[src/rtl/pc_next_unit.sv]
// Next-PC selection, link writeback and return-address stack.
// Resolves execute-stage control flow into the fetch PC.
module pc_next_unit #(
  parameter int          PC_W      = 9,
  parameter int          XLEN      = 32,
  parameter int          RAS_DEPTH = 4,
  parameter int unsigned RESET_PC  = 0,
  parameter int unsigned TRAP_PC   = 'h1FC
) (
  input  logic            clk,
  input  logic            reset,
  input  logic            stall,
  input  logic            op_valid,
  input  logic [1:0]      op,
  input  logic            br_taken,
  input  logic            is_call,
  input  logic            is_ret,
  input  logic [XLEN-1:0] ex_pc,
  input  logic [XLEN-1:0] imm,
  input  logic [XLEN-1:0] rs1,
  output logic [PC_W-1:0] pc,
  output logic            flush,
  output logic [XLEN-1:0] wb_data,
  output logic            wb_valid,
  output logic            misalign,
  output logic [PC_W-1:0] ras_top,
  output logic            ras_valid
);

  localparam int AW = $clog2(RAS_DEPTH);
  localparam logic [AW:0] FULL = (AW+1)'(RAS_DEPTH);

  logic [XLEN-1:0] tgt_pc;
  logic [XLEN-1:0] tgt_jr;
  logic [XLEN-1:0] link;
  logic [XLEN-1:0] tgt;
  logic            redir;
  logic            mis;
  logic            wr_ok;
  logic            push;
  logic            pop;

  logic [PC_W-1:0] stk [RAS_DEPTH];
  logic [AW-1:0]   ptr;
  logic [AW:0]     cnt;

  // Target arithmetic and redirect/stack decisions.
  always_comb begin
    tgt_pc = ex_pc + imm;
    tgt_jr = (rs1 + imm) & ~XLEN'(1);
    link   = ex_pc + XLEN'(4);
    tgt    = (op == 2'b11) ? tgt_jr : tgt_pc;
    redir  = op_valid && ((op == 2'b00 && br_taken) || op[1]);
    mis    = redir && tgt[1];
    wr_ok  = op_valid && op[1] && !tgt[1];
    push   = wr_ok && is_call;
    pop    = wr_ok && op[0] && is_ret;
  end

  // Fetch PC, flush/misalign pulses and link writeback.
  always_ff @(posedge clk) begin
    if (reset) begin
      pc       <= PC_W'(RESET_PC);
      flush    <= 1'b0;
      misalign <= 1'b0;
      wb_valid <= 1'b0;
      wb_data  <= '0;
    end else begin
      flush    <= redir;
      misalign <= mis;
      if (mis)
        pc <= PC_W'(TRAP_PC);
      else if (redir)
        pc <= tgt[PC_W-1:0];
      else if (!stall)
        pc <= pc + PC_W'(4);
      wb_valid <= 1'b0;
      if (op_valid && op == 2'b01) begin
        wb_valid <= 1'b1;
        wb_data  <= tgt_pc;
      end else if (wr_ok) begin
        wb_valid <= 1'b1;
        wb_data  <= link;
      end
    end
  end

  // Stack pointer and occupancy; full pushes wrap over the oldest entry.
  always_ff @(posedge clk) begin
    if (reset) begin
      ptr <= '0;
      cnt <= '0;
    end else if (push && !pop) begin
      ptr <= ptr + AW'(1);
      if (cnt != FULL)
        cnt <= cnt + (AW+1)'(1);
    end else if (pop && !push && cnt != '0) begin
      ptr <= ptr - AW'(1);
      cnt <= cnt - (AW+1)'(1);
    end
  end

  // Stack storage; a push-with-pop replaces the current top.
  always_ff @(posedge clk) begin
    if (!reset && push) begin
      if (pop)
        stk[ptr] <= link[PC_W-1:0];
      else
        stk[ptr + AW'(1)] <= link[PC_W-1:0];
    end
  end

  assign ras_top   = stk[ptr];
  assign ras_valid = (cnt != '0);

endmodule

[config.mk]
export PLATFORM = sky130hd
export DESIGN_NAME = pc_next_unit
export DESIGN_NICKNAME = d
export VERILOG_FILES = /design/src/rtl/pc_next_unit.sv
export SDC_FILE = /design/constraint.sdc
export NUM_CORES = 1
export LEC_CHECK = 0
export BUFFER_PORTS_ARGS = -buffer_cell sky130_fd_sc_hd__buf_2
export CAP_MARGIN = 25
export CELL_PAD_IN_SITES_DETAIL_PLACEMENT = 1
export CELL_PAD_IN_SITES_GLOBAL_PLACEMENT = 1
export CORE_ASPECT_RATIO = 0.8
export CORE_MARGIN = 4
export CORE_UTILIZATION = 35
export DETAILED_ROUTE_END_ITERATION = 7
export PLACE_DENSITY_LB_ADDON = 0.1
export SYNTH_ARGS = -nofsm -noshare
export SYNTH_HDL_FRONTEND = slang
export SYNTH_SLANG_ARGS = --single-unit
[constraint.sdc]
create_clock -name clk -period 2.7 [get_ports clk]
set_input_delay 0.135 -clock clk [delete_from_list [all_inputs] [get_ports clk]]
set_output_delay 0.135 -clock clk [all_outputs]
set_load 0.02 [all_outputs]
* Word level (Yosys, flattened, before mapping)
Memories as Yosys holds them, arrays and structs flattened. A register that Yosys moved wholly into a read port is not among the register bits. Cells that the tools add are included.
Word-level totals: register bits after elaboration 49, memory bits (writable) 36, input bits 105, output and inout port bits 54, logic and storage cells 72, memories kept 1
Memories:
- stk | words 4, bits a word 9, read ports 1, clocked after Yosys merged registers in 1, wr ports 1, RTL line 43 | logic [PC_W-1:0] stk [RAS_DEPTH];
Cells by class: $add $sub $neg 8, equality and inequality tests 6, multiplexer cells 24, reduce and logical (&&, ||, !) cells 25
Operators with widths (number):
- 32-bit two-way mux | 2
- 9-bit two-way mux | 5
- 32-bit by 3-bit adder with 32-bit output, second input constant | 1
- 32-bit adder | 1
- 1-bit logical AND | 13
- 2-bit two-way mux | 5
- 9-bit by 3-bit adder with 9-bit output, second input constant | 1
- 9-bit adder | 1
- 1-bit two-way mux | 9
- 3-bit two-way mux | 3
- 9-bit OR reduction | 1
- 1-bit logical NOT | 4
- 2-bit by 1-bit != test with 1-bit output, second input constant | 2
- 2-bit nonzero test | 2
- 3-bit by 1-bit adder with 3-bit output, second input constant | 1
- 3-bit by 1-bit != test with 1-bit output, second input constant | 1
- 3-bit != test, second input constant | 1
- 3-bit nonzero test | 1
- 3-bit by 1-bit subtractor with 3-bit output, second input constant | 1
- 2-bit by 1-bit adder with 2-bit output, second input constant | 1
- 2-bit by 1-bit equality test with 1-bit output, second input constant | 1
- 2-bit equality test, second input constant | 1
- 2-bit logical NOT | 1
- 2-bit AND reduction | 1
- 3 further kinds | 3

* Longest topological paths before layout
Gate-level depths: netlist of the first run.
depth after elaboration 12, depth in mapped cells 12

* Worst setup path after synthesis of the first run
OpenSTA, ideal clock, no wires.
kind input-to-reg, from in ex_pc[0], to mem stk[3][0] (enable), setup time 374 ps, data arrival time 2398 ps, required time 2326 ps, path slack -72 ps, stages on the path 11, buffers on the path 2, cells stage by stage ha_1 > inv_1 > fa_1 > inv_1 > mux2i_1 > and3_1 > clkbuf_1 > clkbuf_1 > nand3b_1 > nand2b_1 > nor2_1
On the way: longest elaborated chain between the ends 11, elaborated cells between the ends (all ways) 17
RTL lines:
- start: declaration | RTL line 18 | input logic [XLEN-1:0] ex_pc,
- 32-bit adder * | RTL line 49 | tgt_pc = ex_pc + imm;
- 9-bit two-way mux * | RTL line 52 | tgt = (op == 2'b11) ? tgt_jr : tgt_pc;
- 1-bit logical NOT * | RTL line 55 | wr_ok = op_valid && op[1] && !tgt[1];
- 1-bit logical AND * | RTL line 55
- 1-bit logical AND (2 in series) | RTL line 57 | pop = wr_ok && op[0] && is_ret;
- 1-bit two-way mux | RTL line 106 | if (pop)
- 1-bit two-way mux | RTL line 105 | if (!reset && push) begin
- 1-bit two-way mux (not written as such) | RTL line 109 | stk[ptr + AW'(1)] <= link[PC_W-1:0];
- 9-bit OR reduction (no line)
- 2-bit two-way mux (no line) / 1-bit two-way mux (equally long branches)
- end: declaration | RTL line 43
Every way passes the cells marked *; elsewhere a longest branch is shown, timed or not.

* Final worst setup path of the first run
from in ex_pc[0], to reg wb_data[28]
On the way: longest elaborated chain between the ends 5, elaborated cells between the ends (all ways) 8
RTL lines:
- 32-bit adder | RTL line 49
- 9-bit two-way mux | RTL line 52
- 1-bit logical NOT | RTL line 55
- 1-bit logical AND | RTL line 55
- 2-bit nonzero test (no line)
- end signal: assignment | RTL line 80 | wb_data <= tgt_pc;
- end signal: assignment | RTL line 83 | wb_data <= link;
- end: declaration | RTL line 23 | output logic [XLEN-1:0] wb_data,
Parallel ways exist; a longest one is shown, timed or not. The select of a mux whose other input is x is not followed. A chain may end at the register's enable or synchronous reset.

==> results of run 1 <==
## per-stage QoR
step | utilization, % | hold slack [ps]
3_3_place_gp | 43.0 | 446
5_1_grt | 44.7 | 96.9
3_5_place_dp | 43.0 | 460
4_1_cts | 44.7 | 84.7
6_report | 44.7 | 104
2_1_floorplan | - | 234
## state kept, by name, indices dropped and copies added, names as in the netlist, named ones only
| signal | flops |
|---|---|
| stk | 36 |
| wb_data | 32 |
| pc | 8 |
| cnt | 3 |
| ptr | 2 |
| flush | 1 |
| misalign | 1 |
| wb_valid | 1 |
## synth_stat cells (8+ instances only)
cell,instances
sky130_fd_sc_hd__a21o_1,22
sky130_fd_sc_hd__ha_1,40
sky130_fd_sc_hd__xnor2_1,33
sky130_fd_sc_hd__clkbuf_1,21
sky130_fd_sc_hd__dfxtp_1,51
sky130_fd_sc_hd__xor2_1,34
sky130_fd_sc_hd__a21oi_1,63
sky130_fd_sc_hd__o21ai_0,32
sky130_fd_sc_hd__mux2i_1,8
sky130_fd_sc_hd__edfxtp_1,36
sky130_fd_sc_hd__nor2_1,73
sky130_fd_sc_hd__nand2_1,46
sky130_fd_sc_hd__a211oi_1,15
sky130_fd_sc_hd__inv_1,17
sky130_fd_sc_hd__nand3_1,22
sky130_fd_sc_hd__o21a_1,10
sky130_fd_sc_hd__a221oi_1,9
sky130_fd_sc_hd__and3_1,12
sky130_fd_sc_hd__mux4_2,9
## critical path: stages
cell	delay, ps
sky130_fd_sc_hd__buf_2	100
sky130_fd_sc_hd__ha_1	200
sky130_fd_sc_hd__inv_1	70
sky130_fd_sc_hd__fa_1	410
sky130_fd_sc_hd__nor2b_1	130
sky130_fd_sc_hd__o21ai_0	140
sky130_fd_sc_hd__a21boi_2	200
sky130_fd_sc_hd__o2111a_1	280
sky130_fd_sc_hd__o21a_1	180
sky130_fd_sc_hd__a21o_1	240
sky130_fd_sc_hd__a211oi_2	100
sky130_fd_sc_hd__xor2_1	150
sky130_fd_sc_hd__a2111oi_1	390
## path summary, 6_finish.rpt
| kind | cells past startpoint | end | slack [ps] |
|---|---|---|---|
| max reg2reg | 5 | cnt[1] | 1190 |
| min | 2 | pc[8] | 100 |
| max | 13 | wb_data[28] | 190 |
| min reg2reg | 2 | wb_data[0] | 460 |
## power groups by stage
stage          sequential [W]  combinational, W  clock [W]
2_1_floorplan         0.00157          0.000629          0
3_3_place_gp          0.00151           0.00108          0
3_5_place_dp          0.00152           0.00111          0
4_1_cts               0.00149           0.00112    0.00132
5_1_grt               0.00150           0.00124    0.00138
6_report              0.00149           0.00112    0.00127
## per-layer routing
layer | GRT usage [%] | up-vias
li1 | - | 2797
met1 | 30.4 | 2741
met2 | 33.8 | 125
met3 | 5.01 | 21
met4 | 4.98 | 0
met5 | 0 | -
## layout make-up
class	instances	area (um^2)	area share (%)
timing repair buffer	176	983	13.2
sequential	87	2100	28.1
multi-input combinational	535	3750	50.2
inverter	17	63.8	0.854
clock inverter	7	68.8	0.921
clock buffer	9	225	3.01
tap	220	275	3.68
## logic make-up after synthesis
kind of cell	count (synthesis)	synth area share (%)
AND/OR/NAND/NOR	208	16.5
AO/OA/AOI/OAI	200	22.0
flip-flops	87	34.9
XOR/XNOR	67	9.73
buffers and inverters	45	2.88
adder cells (fa/ha/maj)	43	9.30
multiplexers	17	4.69
==> reports/metrics.cfg, run 1 <==
[place]
dp_worst_setup_slack_ps = -138
finalWeightedCongestion = 0.912
placement_stage_cell_area_mm2 = 0.00718
dp_hpwl_um = 16500
buffer_ports.inserted = 135
placed_cells_incl_taps = 1035

[synth]
post_syn_nets = 815
synth_largest_area_cell = sky130_fd_sc_hd__edfxtp_1
synth_top_area_share_pct = 17.9
async_flop_share_pct = 0
syn_area_per_cell_um2 = 9.04
syn_area_mm2 = 0.00603
synth_seq_cells = 87
synth.yosys.seq_area_share_pct = 34.9
netlist_instances = 667
ys_top_cells_by_area = sky130_fd_sc_hd__edfxtp_1, sky130_fd_sc_hd__dfxtp_1, sky130_fd_sc_hd__ha_1, sky130_fd_sc_hd__a21oi_1, sky130_fd_sc_hd__xor2_1
ys_types = 65
postSynth.topFlopCell = sky130_fd_sc_hd__dfxtp_1
ys.warnings.count = 0
synth-edff-count = 36

[routing]
drt_pass1_iterations = 4
route.detailed.vias_per_inst = 5.41
wirelength_met1_um = 10000
routed_length_per_placed_instance_um = 19.7
dr.first_iter.drc_count = 207
via_count = 5684
route.antenna.remaining_nets = 0
topRoutingLayerUsed = met4
detail_route.drc_violations = 0
wl_met3_um = 1050
route.final.wire_length_um = 20700
met2RoutedLength_um = 9280

[clock_tree]
worst_setup_hold_path_clk_slew_ps = 70
tritoncts_sinks = 87
postCtsSetupBuffers = 0
cts-resized-gates = 0
post_cts_hold_buffer_count = 0
clock_insertion_delay_worst_skew_ps = 350
cts_root_buffer = sky130_fd_sc_hd__clkbuf_16
clockBufferDepth = 2
htreeDepth = 3
numCtsBuffers = 9
clock_tree_from_tritoncts = yes

[grt]
grt_usage_pct = 21.6
initial_antenna_violation_count = 0
grt_max_degree = 34
grt_first_pass_wirelength_um = 33000
globalRouteOverflowTotal = 0
grt_pass1_vias = 6088

[power]
leakage_power_of_the_design_nw = 3.23
power.ir.vdd_worst_v = 0.000303
post_layout_total_power_w = 0.00387
power_switching_share_pct = 34.4
share_comb_of_total_power_pct = 28.8
power.density_cell_area_mw_per_mm2 = 518
power.clock.fraction_pct = 32.8
share_seq_of_total_power_pct = 38.4
p_switching_w = 0.00133
internal-power_w = 0.00254

[floorplan]
io_pins = 159
placementRows = 42
die_area_mm2 = 0.0194
fp.dieH_um = 125
design.core.area_mm2 = 0.0167
floorplan.initialDensity_pct = 36.1
floorplan.die.width_um = 155

[worst_setup_path]
worstSetupStartpoint = ex_pc[0]
criticalPathCategory = input port to register
reg2reg_from = cnt[2]
arrival_ps = 2740
worstSetupStartpointType = input port
crit_path_end_kind = register
path_max_fanout = 4
worst_ep_required_time_ps = 2930

[sta]
fin_crit_ps = 2510
max_slew.worst_pin.slew_ps = 682
setup_repair_after_global_routing_missed_its_margin = false
worst_slew_margin_rel_pct = 54.2
timing_hold_violations_final = 0
fmax_mhz = 398
final_setup_viols = 0
finalWorstSetupSlack_ps = 190
final.setup.tns_ps = 0
maxSlewViolCount = 0
period_share_pct = 93.0
finalClockSkew_ps = 6.22

[min_path]
timing.hold.worst.class = input port to register
min_from = op[1]

[cells_and_area]
final_area_mm2 = 0.00747
layoutNonFillerInstCount = 1051
final_common_cell = sky130_fd_sc_hd__buf_2
layout.cells.most_common_list = sky130_fd_sc_hd__buf_2, sky130_fd_sc_hd__nor2_1, sky130_fd_sc_hd__a21oi_1
num-nets-final = 974
post_route_cells_drive_above_1_share_pct = 25.9
fillers = 2009
area_growth_from_synthesis_to_layout_pct = 24.0
antenna_cells = 0

[run]
max_cap_viol_count = 0

[status]
outcome = finished clean

Note: power is estimated with default switching activity, not from simulation.
==> inputs of run 2 (changes only) <==
--- a/config.mk
+++ b/config.mk
@@ -5,7 +5,6 @@
 export SDC_FILE = /design/constraint.sdc
 export NUM_CORES = 1
 export LEC_CHECK = 0
-export BUFFER_PORTS_ARGS = -buffer_cell sky130_fd_sc_hd__buf_2
 export CAP_MARGIN = 25
 export CELL_PAD_IN_SITES_DETAIL_PLACEMENT = 1
 export CELL_PAD_IN_SITES_GLOBAL_PLACEMENT = 1
@@ -13,6 +12,7 @@
 export CORE_MARGIN = 4
 export CORE_UTILIZATION = 35
 export DETAILED_ROUTE_END_ITERATION = 7
+export DONT_BUFFER_PORTS = 1
 export PLACE_DENSITY_LB_ADDON = 0.1
 export SYNTH_ARGS = -nofsm -noshare
 export SYNTH_HDL_FRONTEND = slang
==> reports/metrics.cfg, run 2 (synthesized netlist as in run 1, its figures left out) <==
[cells_and_area]
final_common_cell = sky130_fd_sc_hd__nor2_1
layout.cells.most_common_list = sky130_fd_sc_hd__nor2_1, sky130_fd_sc_hd__a21oi_1, sky130_fd_sc_hd__dfxtp_1
antenna_cells = 0
post_route_cells_drive_above_1_share_pct = 8.93
fillers = 1954
largest-register = stk
layoutNonFillerInstCount = 903
reg_top3 = stk (36), wb_data (32), pc (8)
num-nets-final = 826
area.sequential_mm2 = 0.00210
max_reg_flops = 36
area_growth_from_synthesis_to_layout_pct = 11.8
multi_input_area_mm2 = 0.00375

[clock_tree]
postCtsSetupBuffers = 0
worst_setup_hold_path_clk_slew_ps = 70
clockBufferDepth = 2
clock_tree_from_tritoncts = yes
clock_insertion_delay_worst_skew_ps = 350
cts-resized-gates = 0
tritoncts_sinks = 87
htreeDepth = 3
numCtsBuffers = 9
cts_root_buffer = sky130_fd_sc_hd__clkbuf_16

[sta]
worst_slew_margin_rel_pct = 49.7
finalClockSkew_ps = 6.29
fmax_mhz = 420
maxSlewViolCount = 0
fin_crit_ps = 2380
period_share_pct = 88.2
setup_repair_after_global_routing_missed_its_margin = false
max_slew.worst_pin.slew_ps = 752
finalWorstSetupSlack_ps = 317
timing_hold_violations_final = 0
final_setup_viols = 0

[routing]
routed_length_per_placed_instance_um = 21.8
route.final.wire_length_um = 19700
route.detailed.vias_per_inst = 5.65
dr.first_iter.drc_count = 212
route.antenna.remaining_nets = 0
detail_route.drc_violations = 0
via_count = 5102
drt_pass1_iterations = 4

[place]
dp_hpwl_um = 15300
placed_cells_incl_taps = 880
buffer_ports.inserted = 0
dp_worst_setup_slack_ps = -80.3
finalWeightedCongestion = 0.889

[status]
outcome = finished clean

[grt]
globalRouteOverflowTotal = 0
grt_first_pass_wirelength_um = 31300
grt_max_degree = 48
grt_usage_pct = 20.5
grt_pass1_vias = 5480
initial_antenna_violation_count = 2

[min_path]
min_from = op[0]
cell_depth_of_the_worst_hold_path = 3
timing.hold.worst.class = input port to register

[floorplan]
floorplan.initialDensity_pct = 36.1
floorplan.die.width_um = 155
design.core.area_mm2 = 0.0167
io_pins = 159
die_area_mm2 = 0.0194
placementRows = 42
fp.dieH_um = 125

[worst_setup_path]
r2r_slack_ps = 1140
worst_ep_required_time_ps = 2930
timing.rr.end = pc[8]
worstSetupStartpointType = input port
arrival_ps = 2610
reg2reg_from = pc[2]
ff2ff_path_depth = 6
crit_path_end_kind = register
criticalPathCategory = input port to register
path_max_fanout = 4

[power]
power.density_cell_area_mw_per_mm2 = 548
leakage_power_of_the_design_nw = 2.58
power.ir.vdd_worst_v = 0.000290

[run]
max_cap_viol_count = 0

[run 2: changes by cell type in the layout (fill, tap and decap cells not counted)]
cell,before,now
sky130_fd_sc_hd__dlygate4sd3_1,0,6
sky130_fd_sc_hd__inv_8,4,3
sky130_fd_sc_hd__buf_2,135,0
sky130_fd_sc_hd__buf_16,0,1
sky130_fd_sc_hd__buf_4,41,21
sky130_fd_sc_hd__clkinv_8,0,1
[run 2: stage by stage]
step                hold WS, ps  util (%)  instance area (um^2)  power [W]  TNS, ps
finish                     19.6      40.3                  6740    0.00369        0
global route               26.5      40.3                  6740    0.00392        0
CTS                       0.185      40.3                  6740    0.00374        0
detailed placement          218      38.0                  6350    0.00242    -80.3
global placement            217      38.0                  6350    0.00240        0
floorplan                   234         -                  6030    0.00220    -1320
[run 2: critical path, stage by stage]
cell and delay [ps]:
sky130_fd_sc_hd__ha_1 180, sky130_fd_sc_hd__inv_1 70, sky130_fd_sc_hd__fa_1 400, sky130_fd_sc_hd__nor2b_1 120
sky130_fd_sc_hd__o21ai_0 130, sky130_fd_sc_hd__a21boi_2 220, sky130_fd_sc_hd__o2111a_1 300, sky130_fd_sc_hd__o21a_1 180
sky130_fd_sc_hd__a21o_1 210, sky130_fd_sc_hd__a211oi_2 100, sky130_fd_sc_hd__xor2_1 140, sky130_fd_sc_hd__a2111oi_1 410
[run 2: area by class of cell]
| cell class | instances | share of cell area [%] |
|---|---|---|
| clock buffer | 9 | 3.34 |
| clock inverter | 7 | 1.10 |
| inverter | 17 | 0.947 |
| multi-input combinational | 535 | 55.7 |
| sequential | 87 | 31.2 |
| tap | 220 | 4.08 |
| timing repair buffer | 28 | 3.64 |
[run 2: power breakdown]
| part | switching [W] | total, W | internal, W |
|---|---|---|---|
| clock | 0.000626 | 0.00128 | 0.000654 |
| sequential | 0.000136 | 0.00157 | 0.00144 |
| combinational | 0.000486 | 0.000842 | 0.000356 |
| total | 0.00125 | 0.00369 | 0.00245 |
[run 2: worst max-delay path by stage]
stage             start     endpoint
4_1_cts        ex_pc[0]  wb_data[28]
3_3_place_gp   ex_pc[0]  wb_data[28]
5_1_grt        ex_pc[1]  wb_data[19]
2_1_floorplan  ex_pc[0]    stk[3][0]
3_5_place_dp   ex_pc[0]  wb_data[28]
6_report       ex_pc[0]  wb_data[28]
[run 2: repair_timing]
item / CTS / global route
endpoints found under the hold margin: 61 / 0
setup endpoints to repair: 0 / 0
hold buffers: 7 / 0
[run 2: layer usage]
layer | vias up | global-route usage, % | share of wire [%]
met1 | 2478 | 28.9 | 49
met3 | 14 | 6.74 | 6.9
met4 | 2 | 4.78 | 1.1
li1 | 2494 | - | -
met2 | 114 | 30.7 | 43
met5 | - | 0 | 0.10
==> inputs of run 3 (changes only) <==
--- a/config.mk
+++ b/config.mk
@@ -13,7 +13,7 @@
 export CORE_UTILIZATION = 35
 export DETAILED_ROUTE_END_ITERATION = 7
 export DONT_BUFFER_PORTS = 1
-export PLACE_DENSITY_LB_ADDON = 0.1
+export PLACE_DENSITY_LB_ADDON = 0.15
 export SYNTH_ARGS = -nofsm -noshare
 export SYNTH_HDL_FRONTEND = slang
 export SYNTH_SLANG_ARGS = --single-unit
==> reports/metrics.cfg, run 3 (synthesized netlist as in run 1, its figures left out) <==
[cells_and_area]
fillers = 1952
area_growth_from_synthesis_to_layout_pct = 11.6
reg_top3 = stk (36), wb_data (32), pc (8)
multi_input_area_mm2 = 0.00375
finalCoreUtilization_pct = 40.3
post_route_cells_drive_above_1_share_pct = 9.08
final_common_cell = sky130_fd_sc_hd__nor2_1
num-nets-final = 826
area.sequential_mm2 = 0.00210
max_reg_flops = 36
antenna_cells = 0
layoutNonFillerInstCount = 903
layout.cells.most_common_list = sky130_fd_sc_hd__nor2_1, sky130_fd_sc_hd__a21oi_1, sky130_fd_sc_hd__dfxtp_1
largest-register = stk

[routing]
route.antenna.remaining_nets = 0
route.detailed.vias_per_inst = 5.74
dr.first_iter.drc_count = 170
via_count = 5180
detail_route.drc_violations = 0
drt_pass1_iterations = 4
route.final.wire_length_um = 20100
routed_length_per_placed_instance_um = 22.2

[worst_setup_path]
crit_slowest_cell = sky130_fd_sc_hd__a2111oi_0
timing.critical_path.buf_inv = 0
ff2ff_path_depth = 6
path_max_fanout = 4
cpLargestDelayFamily = compound AO/OA/AOI/OAI gates
worstPathCellList = ha_1 -> a211oi_1 -> o21ai_1 -> o311a_1 -> a31oi_4 -> nor3_1 -> a211o_1 -> a21oi_1 -> xor2_1 -> a2111oi_0
arrival_ps = 2550
crit_path_end_kind = register
worst_ep_required_time_ps = 2910
worstSetupStartpointType = input port
cpPeakStageDelay_ps = 480
criticalPathCategory = input port to register
critical_path_depth = 10

[clock_tree]
worst_setup_hold_path_clk_slew_ps = 80
numCtsBuffers = 9
clock_insertion_delay_worst_skew_ps = 350
tritoncts_sinks = 87
cts-resized-gates = 0
htreeDepth = 3
cts_root_buffer = sky130_fd_sc_hd__clkbuf_16
clock_tree_from_tritoncts = yes
clockBufferDepth = 2

[sta]
worst_slew_margin_rel_pct = 52.2
finalClockSkew_ps = 7.48
fin_crit_ps = 2350
timing_hold_violations_final = 0
final_setup_viols = 0
setup_repair_after_global_routing_missed_its_margin = false
final.hold.worst_slack_ps = 9.82
maxSlewViolCount = 0
max_slew.worst_pin.slew_ps = 712
fmax_mhz = 426
period_share_pct = 86.9

[grt]
grt_max_degree = 46
grt_usage_pct = 20.6
grt_first_pass_wirelength_um = 31400
initial_antenna_violation_count = 0
grt_pass1_vias = 5459
globalRouteOverflowTotal = 0

[place]
buffer_ports.inserted = 0
finalWeightedCongestion = 0.839
placed_cells_incl_taps = 881
dp_hpwl_um = 15600

[floorplan]
fp.dieH_um = 125
io_pins = 159
floorplan.die.width_um = 155
floorplan.initialDensity_pct = 36.1
placementRows = 42
design.core.area_mm2 = 0.0167
die_area_mm2 = 0.0194

[status]
outcome = finished clean

[min_path]
cell_depth_of_the_worst_hold_path = 2
timing.hold.worst.class = input port to register

[power]
internal-power_w = 0.00245
share_seq_of_total_power_pct = 42.6
p_switching_w = 0.00125
power.clock.fraction_pct = 34.5
leakage_power_of_the_design_nw = 2.58
power.ir.vdd_worst_v = 0.000255
share_comb_of_total_power_pct = 22.9
post_layout_total_power_w = 0.00369
power.density_cell_area_mw_per_mm2 = 549
power_switching_share_pct = 33.7

[run]
max_cap_viol_count = 0

run 3: stage by stage:
step	setup WS [ps]	area (um^2)	TNS (ps)
finish	354	6730	0
global route	171	6730	0
CTS	371	6730	0
detailed placement	-0.0289	6360	-0.0289
global placement	118	6360	0
floorplan	-71.8	6030	-1320
run 3: worst paths after layout:
path	slack [ps]	end	from
worst max register to register	1130	pc[8]	pc[2]
worst min-delay path	10	wb_data[25]	ex_pc[25]
worst min register to register	540	cnt[2]	cnt[2]
worst max-delay path	350	wb_data[19]	ex_pc[1]
run 3: power by group through the flow:
stage          Clock [W]  Sequential [W]  Combinational (W)
3_5_place_dp           0         0.00161           0.000813
6_report         0.00127         0.00157           0.000846
4_1_cts          0.00131         0.00158           0.000847
5_1_grt          0.00136         0.00158           0.000945
2_1_floorplan          0         0.00157           0.000629
3_3_place_gp           0         0.00160           0.000789
run 3: metal layers:
metal / up-vias / GRT usage [%] / wire [um]
li1: 2484 / - / -
met1: 2577 / 28.1 / 9550
met2: 102 / 31.6 / 8820
met3: 17 / 7.15 / 1460
met4: 0 / 4.72 / 257
met5: - / 0 / 0
run 3: timing repair:
item,CTS,global route
buffers inserted,0,0
hold buffers,6,0
hold endpoints to repair,55,0
run 3: area by class of cell:
type / count / area share (%)
multi-input cells: 535 / 55.8
flip-flops and latches: 87 / 31.3
well taps: 220 / 4.09
repair buffers: 28 / 3.50
clock buffers: 9 / 3.35
clock inverters: 7 / 1.04
inverters: 17 / 0.949
